==> src/rtl/pipe_reg_chain_if.sv <==
// pipe_reg_chain_if -- bundle for the pipe_reg_chain register chain.
//   en         : advance enable (1 = shift, 0 = stall)
//   flush      : synchronous kill of every in-flight entry
//   in_valid/d : stage-0 input entry
//   q/out_valid: oldest stage (DEPTH-1) data and valid
//   valid_vec  : valid bits of all stages, bit i = stage i
//   count      : number of valid stages
// master = the producer/consumer around the chain, slave = the chain.
interface pipe_reg_chain_if #(
    parameter int WIDTH = 32,
    parameter int DEPTH = 2
);
    logic             en;
    logic             flush;
    logic             in_valid;
    logic [WIDTH-1:0] d;
    logic [WIDTH-1:0] q;
    logic             out_valid;
    logic [DEPTH-1:0] valid_vec;
    logic [3:0]       count;

    modport master (
        output en, flush, in_valid, d,
        input  q, out_valid, valid_vec, count
    );

    modport slave (
        input  en, flush, in_valid, d,
        output q, out_valid, valid_vec, count
    );
endinterface

==> src/rtl/pipe_reg_chain.sv <==
// pipe_reg_chain -- DEPTH-stage register chain with per-stage valid bits,
// stall (en=0) and synchronous flush.
//   clk : rising-edge clock
//   clr : asynchronous active-high reset (data <- RST_VAL, valid <- 0)
//   bus : pipe_reg_chain_if.slave (en, flush, in_valid, d in;
//         q, out_valid, valid_vec, count out)
// WIDTH/DEPTH of the connected interface must match this module's.
// Priority per edge: clr > flush > en > hold.

// One stage: data + valid register pair.
module pipe_reg_stage #(
    parameter int               WIDTH      = 32,
    parameter logic [WIDTH-1:0] RST_VAL    = '0,
    parameter bit               FLUSH_DATA = 1'b0
) (
    input  logic             clk,
    input  logic             clr,
    input  logic             en,
    input  logic             flush,
    input  logic             vin,
    input  logic [WIDTH-1:0] din,
    output logic             vout,
    output logic [WIDTH-1:0] dout
);
    always_ff @(posedge clk or posedge clr) begin
        if (clr) begin
            vout <= 1'b0;
            dout <= RST_VAL;
        end else if (flush) begin
            // flush kills the entry; data either holds or is scrubbed
            vout <= 1'b0;
            if (FLUSH_DATA)
                dout <= RST_VAL;
        end else if (en) begin
            // data moves even for invalid entries; the valid bit marks them
            vout <= vin;
            dout <= din;
        end
    end
endmodule

module pipe_reg_chain #(
    parameter int               WIDTH      = 32,
    parameter int               DEPTH      = 2,
    parameter logic [WIDTH-1:0] RST_VAL    = '0,
    parameter bit               FLUSH_DATA = 1'b0
) (
    input  logic                clk,
    input  logic                clr,
    pipe_reg_chain_if.slave     bus
);
    // index 0 is the chain input, index i+1 is the output of stage i
    logic [DEPTH:0][WIDTH-1:0] dat_pipe;
    logic [DEPTH:0]            vld_pipe;
    logic [3:0]                cnt;

    assign dat_pipe[0] = bus.d;
    assign vld_pipe[0] = bus.in_valid;

    for (genvar i = 0; i < DEPTH; i++) begin : g_stg
        pipe_reg_stage #(
            .WIDTH      (WIDTH),
            .RST_VAL    (RST_VAL),
            .FLUSH_DATA (FLUSH_DATA)
        ) u_stg (
            .clk   (clk),
            .clr   (clr),
            .en    (bus.en),
            .flush (bus.flush),
            .vin   (vld_pipe[i]),
            .din   (dat_pipe[i]),
            .vout  (vld_pipe[i+1]),
            .dout  (dat_pipe[i+1])
        );
    end

    // popcount of the stage valid bits; DEPTH <= 8 fits in 4 bits
    always_comb begin
        cnt = 4'd0;
        for (int i = 1; i <= DEPTH; i++)
            cnt = cnt + {3'b000, vld_pipe[i]};
    end

    assign bus.q         = dat_pipe[DEPTH];
    assign bus.out_valid = vld_pipe[DEPTH];
    assign bus.valid_vec = vld_pipe[DEPTH:1];
    assign bus.count     = cnt;
endmodule

==> src/flat_wrapper.sv <==
// flat-port wrapper written by rule: the top's interface ports become plain ports
module pipe_reg_chain_flat 
#(
    parameter int               WIDTH      = 32,
    parameter int               DEPTH      = 2,
    parameter logic [WIDTH-1:0] RST_VAL    = '0,
    parameter bit               FLUSH_DATA = 1'b0
)
  (clk, clr, bus_en, bus_flush, bus_in_valid, bus_d, bus_q, bus_out_valid, bus_valid_vec, bus_count);
  pipe_reg_chain_if #(.WIDTH(WIDTH), .DEPTH(DEPTH)) bus_i ();
  input  logic clk;
  input  logic clr;
  input wire logic [$bits(bus_i.en)-1:0] bus_en;
  input wire logic [$bits(bus_i.flush)-1:0] bus_flush;
  input wire logic [$bits(bus_i.in_valid)-1:0] bus_in_valid;
  input wire logic [$bits(bus_i.d)-1:0] bus_d;
  output wire logic [$bits(bus_i.q)-1:0] bus_q;
  output wire logic [$bits(bus_i.out_valid)-1:0] bus_out_valid;
  output wire logic [$bits(bus_i.valid_vec)-1:0] bus_valid_vec;
  output wire logic [$bits(bus_i.count)-1:0] bus_count;
  assign bus_i.en = bus_en;
  assign bus_i.flush = bus_flush;
  assign bus_i.in_valid = bus_in_valid;
  assign bus_i.d = bus_d;
  assign bus_q = bus_i.q;
  assign bus_out_valid = bus_i.out_valid;
  assign bus_valid_vec = bus_i.valid_vec;
  assign bus_count = bus_i.count;
  pipe_reg_chain #(.WIDTH(WIDTH), .DEPTH(DEPTH), .RST_VAL(RST_VAL), .FLUSH_DATA(FLUSH_DATA)) u_core (.clk(clk), .clr(clr), .bus(bus_i));
endmodule
==> config.mk <==
export PLATFORM = sky130hd
export DESIGN_NAME = pipe_reg_chain_flat
export DESIGN_NICKNAME = d
export VERILOG_FILES = /design/src/rtl/pipe_reg_chain_if.sv /design/src/rtl/pipe_reg_chain.sv /design/src/flat_wrapper.sv
export SDC_FILE = /design/constraint.sdc
export NUM_CORES = 1
export LEC_CHECK = 0
export ABC_AREA = 0
export ABC_CLOCK_PERIOD_IN_PS = 2200
export CELL_PAD_IN_SITES_DETAIL_PLACEMENT = 1
export CELL_PAD_IN_SITES_GLOBAL_PLACEMENT = 2
export CORE_ASPECT_RATIO = 1.75
export CORE_MARGIN = 5
export CORE_UTILIZATION = 31
export DETAILED_ROUTE_END_ITERATION = 10
export PLACE_DENSITY = 0.79
export SKIP_LAST_GASP = 1
export SYNTH_ARGS = -nofsm -noshare
export SYNTH_HDL_FRONTEND = slang
export SYNTH_SLANG_ARGS = --single-unit
==> constraint.sdc <==
create_clock -name clk -period 2.2 [get_ports clk]
set_clock_uncertainty 0.15 [all_clocks]
set_input_delay 0.44 -clock clk [delete_from_list [all_inputs] [get_ports clk]]
set_output_delay 0.44 -clock clk [all_outputs]
set_load 0.005 [all_outputs]
==> impl_results.md, run 1 <==
* Fin Setup TNS at 0 ns
* Synth Instances at 181
* P_leak at 1.76 nW
* Via density at 4.12
* CP delay by family, top: buffers and inverters
* Post-Place Cells at 341
* PnR worst setup slack at between 0.1 and 0.15 ns
* # diodes at 0
* GP Congestion at slightly below 0.7
* CP Capture Type: primary output
* Hold Crit Class: register to register
* 1st-iter DRT viols at 33
* Die height at 142 um
* Die area at 0.0121 sq mm
* Clock Root Buffer: clkbuf_16
* Slowest stage cell, crit path: clkdlybuf4s50_1
* Io pins at 76
* Gr usage total at 0.0985
* CTS Buf Count at 9
* Final Slew Violations at 0
* Initial antenna violation count at 0
* Critical path arrival at 1.50 ns
* Sequential share of the synthesized area at 0.538
* Core box area at 0.00979 sq mm
* Clock Tree Buf Depth at 2
* Final setup viols at 0
* Worst Path Buf+Inv at 1
* Grt ovf at 0
* CTS resizes at 0
* Tmin final at 2.09 ns
* Critical Path RT at between 1.5 and 2 ns
* Crit Path Max Fanout at 4
* Sink Count at between 60 and 70
* Floorplan row count at 48
* Initial Utilization at 0.314
* Status: completed
* RSZ-0062 raised after global routing: no
* DRT antenna net count at 0
* # DRC at 0
* Clock transition at path regs at approximately 0.06 ns
* Fin cells at 357
* Max incr delay on CP at 0.49 ns
* Place WS at 0.123 ns
* Mapped Area at 0.00307 sq mm
* Avg Inst Size Synth at 17.0 sq um
* Tcrit/Tclk final at 0.952
* Post-synthesis register bit count at 66
* Vias in the first global route at 1728
* Peak supply drop at about 450 uV
* Number of distinct library cells after synthesis at 11
* Critical path startpoint category: register
* Largest net degree at the start of global routing at 67
* Fraction of layout cells with a size suffix above 1 at 0.371
* Setup bufs post-CTS at 0
* Max-cap viol count at 0
* Worst-Skew Late Latency at 0.32 ns
* Yosys Warn Count at 0
* First-pass GRT wire length at 8.94 mm
* Port Buf Inserts at 73
* WS Path Type: register to primary output
* Routed length per instance at between 10 and 15 um
* TritonRoute pass-1 iters at 3
* Chain of cells forming the critical path: ha_1 -> clkdlybuf4s50_1
* HPWL after DPL at approximately 3.6 mm
* H-tree levels at 3
* Vias after detailed routing at around 1500
* Nets@finish at 265
* FMAX at ~0.48 GHz
* Post-Route WL at 5.33 mm
* CTS tree: done
* Fillers at ~990
* PD cells at 1020 mW/mm^2
* Final hold violations at 0
* Area Growth Syn to Fin at 29.5%
* CTS Hold Buffers Added at 0
* Die Wd at 85.2 um
registers in the layout, indices dropped and copies added (netlist names):
name / count
u_core.g_stg.u_stg.vout: 2
u_core.g_stg.u_stg.dout: 64
where the power goes:
part	leakage [nW]	internal (mW)	total, mW	switching [mW]
clock	0.165	1.14	1.67	0.527
sequential	0.781	1.45	1.58	0.137
combinational	0.817	0.618	0.821	0.202
layout by cell type (no fill, tap or decap):
cell type | synthesis | final
clkdlybuf4s50_1 | 0 | 73
dfrtp_1 | 66 | 66
mux2_4 | 60 | 60
clkbuf_16 | 0 | 9
mux2_2 | 4 | 4
clkinvlp_4 | 0 | 3
bufinv_16 | 0 | 3
buf_12 | 7 | 3
mux2i_1 | 2 | 2
nor2_1 | 2 | 2
conb_1 | 1 | 2
nor2b_4 | 1 | 1
ha_1 | 1 | 1
clkbuf_8 | 0 | 1
clkinv_4 | 0 | 1
buf_4 | 36 | 1
synthesized netlist by cell type:
| library cell | n | area [sq um] |
|---|---|---|
| mux2_4 | 60 | 901 |
| buf_12 | 7 | 140 |
| conb_1 | 1 | 3.75 |
| mux2i_1 | 2 | 20.0 |
| nor2_1 | 2 | 7.51 |
| inv_1 | 1 | 3.75 |
| nor2b_4 | 1 | 13.8 |
| buf_4 | 36 | 270 |
| dfrtp_1 | 66 | 1650 |
| mux2_2 | 4 | 45.0 |
| ha_1 | 1 | 12.5 |
cell type report:
cell class                 count  area (sq um)  share of cell area
clock inverter                 6           114              0.0287
inverter                       1          7.51             0.00189
tap                          125           156              0.0394
timing repair buffer          77           798               0.201
multi-input combinational     72          1010               0.253
clock buffer                  10           239              0.0601
sequential                    66          1650               0.416
per-layer routing:
metal | up-vias | part of all wire | track usage
met4 | 0 | 0.029 | 0.0651
met5 | - | 0 | 0
met3 | 11 | 0.056 | 0.0302
met2 | 41 | 0.53 | 0.158
met1 | 755 | 0.39 | 0.111
li1 | 665 | - | -
cells by family after synthesis:
kind of cell	share of synthesized area
multiplexers	0.315
flip-flops	0.538
buffers and inverters	0.135
AND/OR/NAND/NOR	0.00693
adder cells (fa/ha/maj)	0.00408
other	0.00122
through the flow:
| stage | utilization | hold slack, ns | area [sq um] | total power, mW |
|---|---|---|---|---|
| after floorplan | - | 0.327 | 3080 | 2.21 |
| after global placement | 0.370 | 0.338 | 3620 | 2.42 |
| after detailed placement | 0.370 | 0.346 | 3620 | 2.44 |
| after CTS | 0.406 | 0.355 | 3970 | 4.16 |
| after global routing | 0.406 | 0.364 | 3970 | 4.28 |
| final | 0.406 | 0.353 | 3970 | 4.07 |
final timing paths:
kind                                                                  from                                         end  slack (ns)  cells past startpoint
worst max-delay path                u_core.g_stg[1].u_stg.vout$_DFFE_PP0P_                                bus_count[0]        0.11                      2
worst min-delay path             u_core.g_stg[0].u_stg.dout[0]$_DFFE_PP0P_   u_core.g_stg[1].u_stg.dout[0]$_DFFE_PP0P_        0.35                      1
worst max register to register  u_core.g_stg[1].u_stg.dout[19]$_DFFE_PP0P_  u_core.g_stg[1].u_stg.dout[19]$_DFFE_PP0P_        1.26                      1
worst min register to register   u_core.g_stg[0].u_stg.dout[0]$_DFFE_PP0P_   u_core.g_stg[1].u_stg.dout[0]$_DFFE_PP0P_        0.35                      1
max in group asynchronous                                              clr  u_core.g_stg[0].u_stg.dout[14]$_DFFE_PP0P_        1.21                      3
min in group asynchronous                                              clr  u_core.g_stg[1].u_stg.dout[30]$_DFFE_PP0P_        0.42                      3
No activity file was read; power rests on OpenSTA's default activity.
==> inputs of run 2 (changes only) <==
- PLACE_DENSITY: 0.79 -> not set
- PLACE_DENSITY_LB_ADDON: not set -> 0.15
==> run 2 against run 1 <==
  * Maximum frequency is 1.3% lower
  * Combinational power is 2% higher
  * Setup slack worse by 0.028 ns
  * Sequential share of layout area is 0.27 points lower
  * Global-route usage is 0.37 points higher
  * Worst hold slack worse by 0.026 ns
  * Register-to-register slack hardly changed
==> impl_results.md, run 2 (synthesized netlist as in run 1, its figures left out) <==
* Clock Tree Buf Depth at 2
* Max-cap viol count at 0
* Initial Utilization at 0.314
* Area Growth Syn to Fin at 30.3%
* P_leak at 1.78 nW
* Final Slew Violations at 0
* PnR worst setup slack at 0.0766 ns
* Largest registers: u_core.g_stg.u_stg.dout x64, u_core.g_stg.u_stg.vout x2
* Most common cell after layout, fill and taps aside: clkdlybuf4s50_1
* First-pass GRT wire length at 9.36 mm
* Tcrit/Tclk final at 0.965
* Nets@finish at ~270
* Die area at 0.0121 sq mm
* Hold Crit Class: primary input to async pin
* DP Area at 0.00366 sq mm
* Largest net degree at the start of global routing at 28
* Tmin final at 2.12 ns
* RSZ-0062 raised after global routing: no
* Peak supply drop at 436 uV
* # DRC at 0
* Place WS at approximately 0.12 ns
* Worst-Skew Late Latency at approximately 0.33 ns
* Largest register FFs at 64
* Reg-to-reg startpoint: u_core.g_stg[1].u_stg.dout[2]$_DFFE_PP0P_
* CTS Buf Count at 9
* 1st-iter DRT viols at 43
* Die height at 142 um
* Fraction of layout cells with a size suffix above 1 at 0.376
* Sink Count at between 60 and 70
* Critical path startpoint category: register
* Via density at between 4 and 5
* PD cells at 1010 mW/mm^2
* Clock Root Buffer: clkbuf_16
* Routed length per instance at 16.0 um
* CP Launch Point: u_core.g_stg[1].u_stg.vout$_DFFE_PP0P_
* CTS tree: done
* TritonRoute pass-1 iters at 2
* Crit Path Max Fanout at 4
* CP Capture Type: primary output
* Fillers at 975
* Io pins at 76
* Grt ovf at 0
* Final core area utilization at 0.409
* Pwr Total at 4.02 mW
* Clock transition at path regs at 0.05 ns
* CTS Hold Buffers Added at 0
* Status: completed
* WS Path Type: register to primary output
* Initial antenna violation count at 0
* HPWL after DPL at 3.98 mm
* CTS resizes at 0
* Floorplan row count at 48
* FMAX at 0.471 GHz
* Setup bufs post-CTS at 0
* Post-Route WL at 5.75 mm
* Largest Register: u_core.g_stg.u_stg.dout
* H-tree levels at 3
* Port Buf Inserts at 73
* DRT antenna net count at 0
* Core box area at ~0.0098 sq mm
* Final setup viols at 0
* GP Congestion at 0.636
* Finished Cell Area at 0.00400 sq mm
* Final hold violations at 0
* # diodes at 0
* Gr usage total at 0.102
* Vias in the first global route at 1686
* Fin Setup TNS at 0 ns
* Critical Path RT at 1.61 ns
* Most frequent cells in the layout: 73 x clkdlybuf4s50_1, 66 x dfrtp_1, 60 x mux2_4, 9 x clkbuf_16, 5 x buf_12
* Vias after detailed routing at roughly 1500
* Critical path arrival at roughly 1.5 ns
* Die Wd at 85.2 um
==> run 2: cell types whose count changed in the layout (fill, tap and decap cells not counted) <==
| cell | delta |
|---|---|
| clkinv_4 | -1 |
| clkinvlp_4 | -1 |
| buf_12 | +2 |
| bufinv_16 | -1 |
| clkbuf_8 | +2 |
| clkinv_2 | +1 |
==> run 2: worst paths after layout <==
kind | endpoint | slack [ns] | cells past startpoint
setup / recovery | bus_count[0] | 0.08 | 2
hold / removal | u_core.g_stg[1].u_stg.dout[7]$_DFFE_PP0P_ | 0.33 | 2
setup reg to reg | u_core.g_stg[1].u_stg.dout[2]$_DFFE_PP0P_ | 1.26 | 1
hold reg to reg | u_core.g_stg[1].u_stg.dout[12]$_DFFE_PP0P_ | 0.35 | 1
max in group asynchronous | u_core.g_stg[0].u_stg.dout[23]$_DFFE_PP0P_ | 1.10 | 3
min in group clk | u_core.g_stg[1].u_stg.dout[12]$_DFFE_PP0P_ | 0.35 | 1
==> run 2: area by class of cell <==
type	count	area (sq um)	area share
clock buffers	12	267	0.0666
clock inverters	4	72.6	0.0181
inverters	1	7.51	0.00188
multi-input cells	72	1010	0.252
flip-flops and latches	66	1650	0.413
well taps	125	156	0.0391
repair buffers	79	838	0.210
==> run 2: layer usage <==
metal,vias to the layer above,share of wire,global-route usage
met5,-,0,0
met4,0,0.013,0.0425
met3,6,0.066,0.0465
met2,50,0.50,0.161
met1,755,0.42,0.120
li1,667,-,-
==> run 2: stage by stage <==
| step | cells | hold WS [ns] |
|---|---|---|
| after floorplan | 182 | 0.327 |
| after global placement | 343 | 0.338 |
| after detailed placement | 343 | 0.345 |
| after CTS | 359 | 0.331 |
| after global routing | 359 | 0.360 |
| final | 359 | 0.327 |
==> run 2: power breakdown <==
group | internal (mW) | leakage [nW] | switching, mW
sequential | 1.45 | 0.781 | 0.141
combinational | 0.625 | 0.836 | 0.209
clock | 1.08 | 0.165 | 0.516
total | 3.16 | 1.78 | 0.866
==> run 2: critical path: stages, from the launching register on <==
cell             delay [ns]
dfrtp_1                0.41
ha_1                   0.30
clkdlybuf4s50_1        0.50
==> inputs of run 3 (changes only) <==
- ABC_CLOCK_PERIOD_IN_PS: 2200 -> not set
- CAP_MARGIN: not set -> 0
- GPL_TIMING_DRIVEN: not set -> 0
==> run 3 against run 2 <==
  * First-iteration DRC count down 30%
  * Cell area up 7.6%
  * Worst hold slack better by 0.019 ns
  * Critical path depth unchanged
  * Clock power down 4%
  * Total power up 3.6%
  * Sequential power about the same
  * Final cell count up 10%
  * Setup slack better by 0.022 ns
  * Critical path type unchanged
  * Largest cell class unchanged
==> impl_results.md, run 3 (synthesized netlist as in run 1, its figures left out) <==
* First-pass GRT wire length at 9.90 mm
* Most common cell after layout, fill and taps aside: clkdlybuf4s50_1
* Rel. slew slack at 0.415
* Sink Count at 66
* Final hold violations at 0
* Tcrit/Tclk final at 0.955
* Setup bufs post-CTS at 0
* Gr usage total at 0.106
* Worst R2R End: u_core.g_stg[1].u_stg.dout[7]$_DFFE_PP0P_
* Critical path arrival at around 1.5 ns
* Largest registers: u_core.g_stg.u_stg.dout x64, u_core.g_stg.u_stg.vout x2
* TritonRoute pass-1 iters at 3
* PD cells at 968 mW/mm^2
* Pwr Total at 4.17 mW
* Initial Utilization at 0.314
* R2R depth at 1
* Fillers at approximately 1000
* # diodes at 0
* Initial antenna violation count at 0
* Worst Hold Endpoint: u_core.g_stg[1].u_stg.dout[19]$_DFFE_PP0P_
* Grt ovf at 0
* Largest net degree at the start of global routing at 40
* Critical Path RT at approximately 1.6 ns
* Slowest stage cell, crit path: clkdlybuf4s50_1
* DP Area at roughly 0.004 sq mm
* CTS Hold Buffers Added at 0
* Max-cap viol count at 0
* Status: completed
* FMAX at 0.476 GHz
* Reg-to-reg startpoint: u_core.g_stg[1].u_stg.dout[7]$_DFFE_PP0P_
* Critical path startpoint category: register
* 1st-iter DRT viols at 30
* RSZ-0062 raised after global routing: no
* Clock transition at path regs at 0.05 ns
* CP Launch Point: u_core.g_stg[0].u_stg.vout$_DFFE_PP0P_
* P_leak at 1.97 nW
* Largest register FFs at 64
* Clock Root Buffer: clkbuf_16
* DRT antenna net count at 0
* Vias after detailed routing at 1613
* Nets@finish at 305
* Port Buf Inserts at 73
* GP Congestion at between 0.6 and 0.7
* Die height at roughly 140 um
* Io pins at 76
* Peak supply drop at 462 uV
* Hold wc startpoint: u_core.g_stg[0].u_stg.dout[19]$_DFFE_PP0P_
* CTS tree: done
* Area Growth Syn to Fin at 40.2%
* Via density at around 4
* Fin Setup TNS at 0 ns
* Most frequent cells in the layout: 73 x clkdlybuf4s50_1, 66 x dfrtp_1, 60 x mux2_4, 36 x buf_4, 9 x clkbuf_16
* H-tree levels at 3
* Floorplan row count at 48
* Post-Route WL at 5.93 mm
* Reg-to-reg slack, setup at 1.28 ns
* Clock Tree Buf Depth at 2
* Chain of cells forming the critical path: ha_1 -> clkdlybuf4s50_1
* Hold Crit Class: register to register
* Max incr delay on CP at a little under 0.5 ns
* Routed length per instance at 15.0 um
* Tmin final at 2.10 ns
* WS Path Type: register to primary output
* Die area at around 0.012 sq mm
* Worst Path Buf+Inv at 1
* Hold Slack at 0.346 ns
* Finished Cell Area at approximately 0.0043 sq mm
* Final Slew Violations at 0
* Worst-Skew Late Latency at 0.32 ns
* Crit Path Max Fanout at 4
* Largest Register: u_core.g_stg.u_stg.dout
* CTS resizes at 0
* CP delay by family, top: buffers and inverters
* Final setup viols at 0
* Core box area at 0.00979 sq mm
* Worst-Margin Slew at 0.876 ns
* Vias in the first global route at 1919
* HPWL after DPL at 4.15 mm
* CP Capture Type: primary output
* Hold depth at 1
* CTS Buf Count at 9
* # DRC at 0
* Die Wd at 85.2 um
* Fraction of layout cells with a size suffix above 1 at 0.454
-- run 3: cell count changes in the layout (fill, tap and decap cells not counted), sizes merged --
cell,delta
buf,+38
clkbuf,+1
clkinv,-1
clkinvlp,-1
-- run 3: how the worst max path moves through the flow --
stage | depth (start not counted) | to
floorplan | 4 | u_core.g_stg[0].u_stg.dout[0]$_DFFE_PP0P_
global placement | 2 | u_core.g_stg[0].u_stg.dout[24]$_DFFE_PP0P_
detailed placement | 5 | u_core.g_stg[0].u_stg.dout[16]$_DFFE_PP0P_
CTS | 2 | bus_count[0]
global route | 2 | bus_count[0]
finish | 2 | bus_count[0]
-- run 3: where the power goes --
group          internal [mW]  switching, mW  total, mW
clock                   1.05          0.482       1.53
combinational          0.804          0.252       1.06
sequential              1.45          0.132       1.58
-- run 3: metrics by stage --
| stage | util | cells | setup WS (ns) |
|---|---|---|---|
| 2_1_floorplan | - | 182 | 0.767 |
| 3_3_place_gp | 0.405 | 380 | 0.00381 |
| 3_5_place_dp | 0.407 | 381 | 0.0765 |
| 4_1_cts | 0.440 | 396 | 0.0664 |
| 5_1_grt | 0.440 | 396 | 0.0417 |
| 6_report | 0.440 | 396 | 0.0990 |
-- run 3: metal layers --
metal | global-route usage | routed length (um) | up-vias
li1 | - | - | 747
met1 | 0.127 | 2520 | 810
met2 | 0.174 | 2970 | 49
met3 | 0.0354 | 340 | 7
met4 | 0.0450 | 105 | 0
met5 | 0 | 0 | -
-- run 3: final cells by class --
cell class                 instances  area [sq um]  area share
buffer                            43           410      0.0953
tap                              125           156      0.0363
clock buffer                      13           260      0.0605
multi-input combinational         72          1010       0.234
timing repair buffer              74           751       0.174
clock inverter                     2          60.1      0.0140
sequential                        66          1650       0.384
inverter                           1          7.51     0.00174
